$ cat src/rtl/sl_rx_fifo_writer_pkg.sv
// Shared definitions for the SL receive FIFO write-side front end.
package sl_rx_fifo_writer_pkg;

  localparam int SL_DATA_SIZE = 8;

  typedef enum logic {
    EMPTY = 1'b0,
    FULL  = 1'b1
  } hold_state_t;

  // Width needed to count 0..n-1 (minimum 1 bit).
  function automatic int sl_clog2(input int n);
    int w;
    w = 0;
    while ((1 << w) < n) w++;
    if (w < 1) w = 1;
    return w;
  endfunction

endpackage

$ cat src/rtl/sl_rx_fifo_writer_if.sv
// Bit stream input and FIFO write port of the SL receive FIFO writer.
interface sl_rx_fifo_writer_if #(
  parameter int DATA_SIZE = 8
);

  logic                 bit_valid;
  logic                 bit_data;
  logic                 frame_err;
  logic [DATA_SIZE-1:0] fifo_wr_data;
  logic                 fifo_wr_inc;
  logic                 fifo_wr_full;

  // The writer consumes bits and drives the FIFO write port.
  modport master (
    input  bit_valid,
    input  bit_data,
    input  frame_err,
    input  fifo_wr_full,
    output fifo_wr_data,
    output fifo_wr_inc
  );

  // The environment: line decoder plus FIFO.
  modport slave (
    output bit_valid,
    output bit_data,
    output frame_err,
    output fifo_wr_full,
    input  fifo_wr_data,
    input  fifo_wr_inc
  );

endinterface

$ cat src/rtl/sl_rx_fifo_writer_packer.sv
// Serial-to-parallel packer: shift register, bit counter and word-complete strobe.
module sl_bit_packer
  import sl_rx_fifo_writer_pkg::*;
#(
  parameter int DATA_SIZE = SL_DATA_SIZE,
  parameter bit LSB_FIRST = 1'b1
) (
  input  logic                 wr_clk,
  input  logic                 rd_rst_n,
  input  logic                 bit_valid,
  input  logic                 bit_data,
  input  logic                 frame_err,
  output logic [DATA_SIZE-1:0] word_data,
  output logic                 word_done,
  output logic                 bit_cnt_nz
);

  localparam int CNT_W = sl_clog2(DATA_SIZE);
  localparam logic [CNT_W-1:0] LAST_BIT = CNT_W'(DATA_SIZE - 1);

  logic [DATA_SIZE-1:0] shift_p0;
  logic [DATA_SIZE-1:0] shift_nxt;
  logic [CNT_W-1:0]     bit_cnt_p0;

  // Next shift value; the completed word includes the bit arriving this cycle.
  always_comb begin
    shift_nxt = LSB_FIRST ? {bit_data, shift_p0[DATA_SIZE-1:1]}
                          : {shift_p0[DATA_SIZE-2:0], bit_data};
    word_done = bit_valid & ~frame_err & (bit_cnt_p0 == LAST_BIT);
    word_data = shift_nxt;
    bit_cnt_nz = |bit_cnt_p0;
  end

  // Stage p0: accumulate bits; a framing error discards the partial word and any same-cycle bit.
  always_ff @(posedge wr_clk or negedge rd_rst_n) begin
    if (!rd_rst_n) begin
      shift_p0   <= '0;
      bit_cnt_p0 <= '0;
    end else if (frame_err) begin
      shift_p0   <= '0;
      bit_cnt_p0 <= '0;
    end else if (bit_valid) begin
      shift_p0   <= shift_nxt;
      bit_cnt_p0 <= (bit_cnt_p0 == LAST_BIT) ? '0 : bit_cnt_p0 + CNT_W'(1);
    end
  end

endmodule

$ cat src/rtl/sl_rx_fifo_writer.sv
// SL receive FIFO writer: packs bits into words, holds one word against FIFO
// back-pressure, and counts words dropped when the hold register is occupied.
module sl_rx_fifo_writer
  import sl_rx_fifo_writer_pkg::*;
#(
  parameter int DATA_SIZE = SL_DATA_SIZE,
  parameter int CNT_SIZE  = 8,
  parameter bit LSB_FIRST = 1'b1
) (
  input  logic                  wr_clk,
  input  logic                  rd_rst_n,
  sl_rx_fifo_writer_if.master   bus,
  input  logic                  ovf_clr,
  output logic [CNT_SIZE-1:0]   drop_cnt,
  output logic                  ovf_flag,
  output logic                  busy
);

  logic [DATA_SIZE-1:0] word_data;
  logic                 word_done;
  logic                 bit_cnt_nz;

  hold_state_t          state_p1;
  hold_state_t          state_nxt;
  logic [DATA_SIZE-1:0] hold_data_p1;
  logic                 push;
  logic                 load;
  logic                 drop;

  function automatic logic [CNT_SIZE-1:0] sat_inc(input logic [CNT_SIZE-1:0] v);
    return (&v) ? v : v + CNT_SIZE'(1);
  endfunction

  sl_bit_packer #(
    .DATA_SIZE (DATA_SIZE),
    .LSB_FIRST (LSB_FIRST)
  ) u_packer (
    .wr_clk     (wr_clk),
    .rd_rst_n   (rd_rst_n),
    .bit_valid  (bus.bit_valid),
    .bit_data   (bus.bit_data),
    .frame_err  (bus.frame_err),
    .word_data  (word_data),
    .word_done  (word_done),
    .bit_cnt_nz (bit_cnt_nz)
  );

  // Hold FSM next state: load when empty or draining, drop when full and blocked.
  always_comb begin
    push      = (state_p1 == FULL) & ~bus.fifo_wr_full;
    load      = 1'b0;
    drop      = 1'b0;
    state_nxt = state_p1;
    case (state_p1)
      EMPTY: begin
        if (word_done) begin
          load      = 1'b1;
          state_nxt = FULL;
        end
      end
      FULL: begin
        if (word_done && push) begin
          load = 1'b1;
        end else if (word_done) begin
          drop = 1'b1;
        end else if (push) begin
          state_nxt = EMPTY;
        end
      end
      default: state_nxt = EMPTY;
    endcase
  end

  // Stage p1: hold FSM state register.
  always_ff @(posedge wr_clk or negedge rd_rst_n) begin
    if (!rd_rst_n) state_p1 <= EMPTY;
    else           state_p1 <= state_nxt;
  end

  // Hold register keeps its word stable until the FIFO accepts it.
  always_ff @(posedge wr_clk or negedge rd_rst_n) begin
    if (!rd_rst_n)  hold_data_p1 <= '0;
    else if (load)  hold_data_p1 <= word_data;
  end

  // Drop accounting; a drop coinciding with a clear is counted after the clear.
  always_ff @(posedge wr_clk or negedge rd_rst_n) begin
    if (!rd_rst_n) begin
      drop_cnt <= '0;
      ovf_flag <= 1'b0;
    end else if (ovf_clr) begin
      drop_cnt <= drop ? CNT_SIZE'(1) : '0;
      ovf_flag <= drop;
    end else if (drop) begin
      drop_cnt <= sat_inc(drop_cnt);
      ovf_flag <= 1'b1;
    end
  end

  assign bus.fifo_wr_inc  = push;
  assign bus.fifo_wr_data = hold_data_p1;
  assign busy             = (state_p1 == FULL) | bit_cnt_nz;

endmodule

$ cat src/flat_wrapper.sv
// flat-port wrapper written by rule: the top's interface ports become plain ports
module sl_rx_fifo_writer_flat import sl_rx_fifo_writer_pkg::*;
#(
  parameter int DATA_SIZE = SL_DATA_SIZE,
  parameter int CNT_SIZE  = 8,
  parameter bit LSB_FIRST = 1'b1
)
  (wr_clk, rd_rst_n, ovf_clr, drop_cnt, ovf_flag, busy, bus_bit_valid, bus_bit_data, bus_frame_err, bus_fifo_wr_full, bus_fifo_wr_data, bus_fifo_wr_inc);
  sl_rx_fifo_writer_if #(.DATA_SIZE(DATA_SIZE)) bus_i ();
  input  logic wr_clk;
  input  logic rd_rst_n;
  input  logic ovf_clr;
  output logic [CNT_SIZE-1:0] drop_cnt;
  output logic ovf_flag;
  output logic busy;
  input wire logic [$bits(bus_i.bit_valid)-1:0] bus_bit_valid;
  input wire logic [$bits(bus_i.bit_data)-1:0] bus_bit_data;
  input wire logic [$bits(bus_i.frame_err)-1:0] bus_frame_err;
  input wire logic [$bits(bus_i.fifo_wr_full)-1:0] bus_fifo_wr_full;
  output wire logic [$bits(bus_i.fifo_wr_data)-1:0] bus_fifo_wr_data;
  output wire logic [$bits(bus_i.fifo_wr_inc)-1:0] bus_fifo_wr_inc;
  assign bus_i.bit_valid = bus_bit_valid;
  assign bus_i.bit_data = bus_bit_data;
  assign bus_i.frame_err = bus_frame_err;
  assign bus_i.fifo_wr_full = bus_fifo_wr_full;
  assign bus_fifo_wr_data = bus_i.fifo_wr_data;
  assign bus_fifo_wr_inc = bus_i.fifo_wr_inc;
  sl_rx_fifo_writer #(.DATA_SIZE(DATA_SIZE), .CNT_SIZE(CNT_SIZE), .LSB_FIRST(LSB_FIRST)) u_core (.wr_clk(wr_clk), .rd_rst_n(rd_rst_n), .bus(bus_i), .ovf_clr(ovf_clr), .drop_cnt(drop_cnt), .ovf_flag(ovf_flag), .busy(busy));
endmodule
$ cat config.mk
export PLATFORM = sky130hd
export DESIGN_NAME = sl_rx_fifo_writer_flat
export DESIGN_NICKNAME = d
export VERILOG_FILES = /design/src/rtl/sl_rx_fifo_writer_pkg.sv /design/src/rtl/sl_rx_fifo_writer_if.sv /design/src/rtl/sl_rx_fifo_writer_packer.sv /design/src/rtl/sl_rx_fifo_writer.sv /design/src/flat_wrapper.sv
export SDC_FILE = /design/constraint.sdc
export NUM_CORES = 1
export LEC_CHECK = 0
export CAP_MARGIN = 20
export CORE_MARGIN = 3
export CORE_UTILIZATION = 35
export CTS_CLUSTER_SIZE = 8
export DETAILED_ROUTE_END_ITERATION = 8
export SLEW_MARGIN = 20
export SYNTH_ARGS = -nofsm -noshare
export SYNTH_HDL_FRONTEND = slang
export SYNTH_SLANG_ARGS = --single-unit
$ cat constraint.sdc
create_clock -name wr_clk -period 1.75 [get_ports wr_clk]
set_input_delay 0.525 -clock wr_clk [delete_from_list [all_inputs] [get_ports wr_clk]]
set_output_delay 0.525 -clock wr_clk [all_outputs]
set_load 0.05 [all_outputs]
== After elaboration in Yosys (flattened, before gate mapping) ==
Cells that the tools add are included.

* Input bits: 7
* Word-level logic and storage cells: 43
* Bits in registers: 29

* Bitwise operators: 7
* Add/subtract/negate cells: 2
* Multiplexer cells: 20
* Reductions and logical operators: 6
* Equal/unequal tests: 2

{| class="wikitable"
|+ Operators by type and width
! kind !! count
|-
| $mux 8 || 5
|-
| $mux 1 || 10
|-
| $mux 3 || 3
|-
| $add 8x1->8 const B || 1
|-
| $reduce_and 8->1 || 1
|-
| $pmux 1 s2 || 2
|-
| $reduce_bool 2->1 || 2
|-
| $add 3x1->3 const B || 1
|-
| $and 1x1->1 || 3
|-
| $eq 3x3->1 const B || 1
|-
| $not 1->1 || 3
|-
| $reduce_or 3->1 || 1
|-
| $ne 2x2->1 const B || 1
|-
| $reduce_and 2->1 || 1
|-
| $logic_and 1x1->1 || 1
|-
| $or 1x1->1 || 1
|}

== Longest topological paths before layout ==
* Word-level depth: 8
* Gate-level depth with buffers: 6

== Hierarchy ==
A second synthesis with hierarchy kept.

* Cell total of the unflattened synthesis: 116
* Area total of the unflattened synthesis: 1,381.3 um^2

{| class="wikitable"
|+ Modules (own cells, without submodules)
! module !! times used !! seq. area each (um^2) !! area each (um^2) !! cells each
|-
| sl_rx_fifo_writer || 1 || 450.4 || 907.1 || 74
|-
| sl_bit_packer || 1 || 250.2 || 474.2 || 42
|}

== Worst setup path before layout ==
No wires, ideal clock.

* Path kind: input port to output port
* From: input port bus_fifo_wr_full
* To: output port bus_fifo_wr_inc
* Buffers on the path: 0
* Stages: 1
* Setup slack: 0.011 ns
* Arrival: 1.214 ns
* Data required time: 1.225 ns
* Cells stage by stage: nor2b_1

* Word-level cells in the longest chain between the ends: 2

{| class="wikitable"
|+ RTL lines
! item !! line !! RTL
|-
| start, declared || flat_wrapper.sv:19 || <nowiki>input wire logic [$bits(bus_i.fifo_wr_full)-1:0] bus_fifo_wr_full;</nowiki>
|-
| $not 1->1 || sl_rx_fifo_writer.sv:50 || <nowiki>push = (state_p1 == FULL) & ~bus.fifo_wr_full;</nowiki>
|-
| $and 1x1->1 || sl_rx_fifo_writer.sv:50 ||
|-
| end, declared || flat_wrapper.sv:21 || <nowiki>output wire logic [$bits(bus_i.fifo_wr_inc)-1:0] bus_fifo_wr_inc;</nowiki>
|}

No other way between the ends.

== Final worst setup path ==
* From: register u_core.u_packer.bit_cnt_p0[0]
* To: output port busy

* Word-level cells in the longest chain between the ends: 2

{| class="wikitable"
|+ RTL lines
! item !! line !! RTL
|-
| start, declared || sl_rx_fifo_writer_packer.sv:23 || <nowiki>logic [CNT_W-1:0] bit_cnt_p0;</nowiki>
|-
| start signal, assigned || sl_rx_fifo_writer_packer.sv:44 || <nowiki>bit_cnt_p0 <= (bit_cnt_p0 == LAST_BIT) ? '0 : bit_cnt_p0 + CNT_W'(1);</nowiki>
|-
| $reduce_or 3->1 || sl_rx_fifo_writer_packer.sv:31 || <nowiki>bit_cnt_nz = |bit_cnt_p0;</nowiki>
|-
| $or 1x1->1 || sl_rx_fifo_writer.sv:102 || <nowiki>assign busy = (state_p1 == FULL) | bit_cnt_nz;</nowiki>
|-
| end, declared || flat_wrapper.sv:15 || <nowiki>output logic busy;</nowiki>
|}

No other way between the ends.

==> out/qor.yml <==
first_iter_violations: 19
cp_top_family: "flip-flops"
synth_mux_area_frac: 0.162
synth_area_leader_cell: "dfrtp_1"
status: "finished clean"
finClkSkew_ns: 0.00159
path_clk_slew_ns: 0.09
numClockSinks: 28
synthAdderAreaFrac: 0.0368
total_power_mw: 1.26
htreeDepth: 1
setup_viol: 0
clk_path_buf_depth: 2
synth_top_family_by_area: "simple AND/OR/NAND/NOR gates"
synth.area.top_cells: "dfrtp_1 51%, mux2_4 8.8%, mux2i_1 7.4%"
synth.distinct_cells: 34
initial_core_util: 0.366
end_kind: "output port"
numPlacedInstances: 190
wl_mm: 2.62
grt_pass1_vias: 1005
finalCritPeriodShare: 0.950
regToRegSetupSlack_ns: 0.10
fmax_mhz: 602
async_reset_ff_frac: 1.00
fillers: 333
start_kind: "flip-flop"
syn_avg_cell_area_sq_um: 11.9
gr-total-overflow: 0
power_density_nw_per_um2: 638
die_y_um: 68.4
synth_compound_area_frac: 0.0735
p_leak_nw: 0.975
drcViolationCount: 0
min_period_ns: 1.66
multi_input_area_sq_um: 628
place_congestion: 0.790
tightest_slew_ns: 0.446
die_w_um: 68.4
grt_pass1_wl_mm: 4.65
crit_buf_inv: 2
n_antenna_cell: 0
criticalPathCategory: "flip-flop to output port"
cts_hold_buf: 0
cts_tree: "done"
vias_per_cell: 4.92
seq_area_sq_um: 701
grt_max_degree: 29
dieArea_sq_um: 4670
synth_top_area_share: 0.515
worstPathArrival_ns: 1.14
slowest_stage: "dfrtp_1"
syn2layout_area_growth_pct: 45.3
required_ns: 1.22
yosys.area_share.simple: 0.181
rsz0062_at_grt: "false"
vias: 964
mappedNetlistArea_sq_um: 1360
io_pins: 26
fin_hold_ws_ns: 0.536
ys_warn_count: 0
cp_slowest_stage_delay_ns: 0.38
slew-limit-headroom: 0.695
yosysMostFrequentCell: "dfrtp_1"
synth_nets: 125
ys_ff_latch: 28
ys.flop_type: "dfrtp_1"
wire_per_inst_um: 13.4
min-delay-path-class: "flip-flop to flip-flop"
antenna_found_initial: 0
cp_cell_sequence: "inv_1, ha_1, nand2_1, buf_12"
synthCells: 114
max_cap_viol_count: 0
dr.pass1.iters: 4
grtUsageTotal: 0.131
final_antenna_net_count: 0
stdcell_count: 196
rows: 22
cts_root_buf: "clkbuf_8"
clk_latency_ns: 0.27
hpwlAfterDp_mm: 2.05
fin_setup_tns_ns: 0
drive_gt1_frac: 0.318
synth_common_cells: "28 x dfrtp_1, 17 x nor2_1, 10 x mux2i_1"
path_max_fanout: 3
core_area_sq_um: 3720
slew_violations: 0
ir_drop_uv: 290
io_buffers: 25
yosysSeqAreaShare: 0.515
finalHoldViolCount: 0
cts_buffers: 3
synth_edf_count: 0
synthXorXnorAreaFrac: 0.00643
num-nets-final: 160
## cell type report
type	count	share of cell area
flip-flops and latches	28	0.354
multi-input cells	79	0.318
clock buffers	3	0.0209
inverters	3	0.00569
well taps	48	0.0304
repair buffers	34	0.256
clock inverters	1	0.0152
## cell usage in the layout, fill, tap and decap left out
cell	instances
dfrtp_1	28
nor3_4	1
dlygate4sd2_1	1
nor2_1	17
nor3_1	1
bufinv_16	1
and4_1	2
nor2b_1	1
nor3_2	1
ha_1	4
nor4_2	1
buf_4	9
o21ai_1	1
nand2_1	5
a31oi_1	1
and3_1	2
nand2b_4	1
o211ai_1	1
o22ai_1	1
a211o_1	1
buf_12	19
inv_1	3
clkbuf_8	3
mux2i_1	10
a2111oi_0	1
a311oi_1	1
a21oi_1	6
a31o_1	1
clkdlybuf4s50_1	5
a41o_1	1
nand3b_4	1
xnor2_1	1
nor2b_2	1
nand3b_1	2
nand2_2	1
nand3_1	2
mux2_4	8
nand2b_1	2
## cell families after synthesis
| kind of cell | Yosys count |
|---|---|
| simple gates | 41 |
| flops | 28 |
| mux | 18 |
| compound gates | 15 |
| buf+inv | 7 |
| fa+ha+maj | 4 |
| xor+xnor | 1 |
## layer usage
layer  routed length (um)  track usage
met5                    0            0
met4                   14       0.0298
met3                   87       0.0213
met2                 1400        0.236
met1                 1120        0.162
## where the power goes
part | internal (mW) | total [mW] | switching, mW
combinational | 0.0473 | 0.101 | 0.0539
sequential | 0.653 | 0.658 | 0.00531
clock | 0.306 | 0.502 | 0.196
## path summary, 6_finish.rpt
path,start,end,cells past startpoint
worst max-delay path,u_core.u_packer.bit_cnt_p0[0],busy,4
worst min-delay path,u_core.u_packer.shift_p0[1],u_core.bus.fifo_wr_data[0],1
worst max register to register,u_core.u_packer.bit_cnt_p0[0],u_core.bus.fifo_wr_data[7],5
worst min register to register,u_core.u_packer.shift_p0[1],u_core.bus.fifo_wr_data[0],1
max in group asynchronous,rd_rst_n,u_core.u_packer.shift_p0[4],2
min in group asynchronous,rd_rst_n,u_core.u_packer.bit_cnt_p0[0],2
## registers in the layout, summed over array words and instances (netlist names)
signal and cells:
u_core.bus.fifo_wr_data 8, u_core.drop_cnt 8, u_core.ovf_flag 1, u_core.state_p1 1
u_core.u_packer.bit_cnt_p0 3, u_core.u_packer.shift_p0 7
## repair_timing
action,CTS,global route
gates resized for setup,2,0
cloned,0,0
pin swaps,0,1
hold endpoints to repair,0,0
endpoints found under the setup margin,1,10
setup buffers,0,2
## stage by stage
step            util  setup WS [ns]  instance area [sq um]
2_1_floorplan      -         0.0109                   1360
3_3_place_gp   0.509         -0.143                   1890
3_5_place_dp   0.509         -0.181                   1890
4_1_cts        0.528         0.0280                   1960
5_1_grt        0.532         0.0196                   1980
6_report       0.532         0.0877                   1980
(Power assumes the default switching activity.)
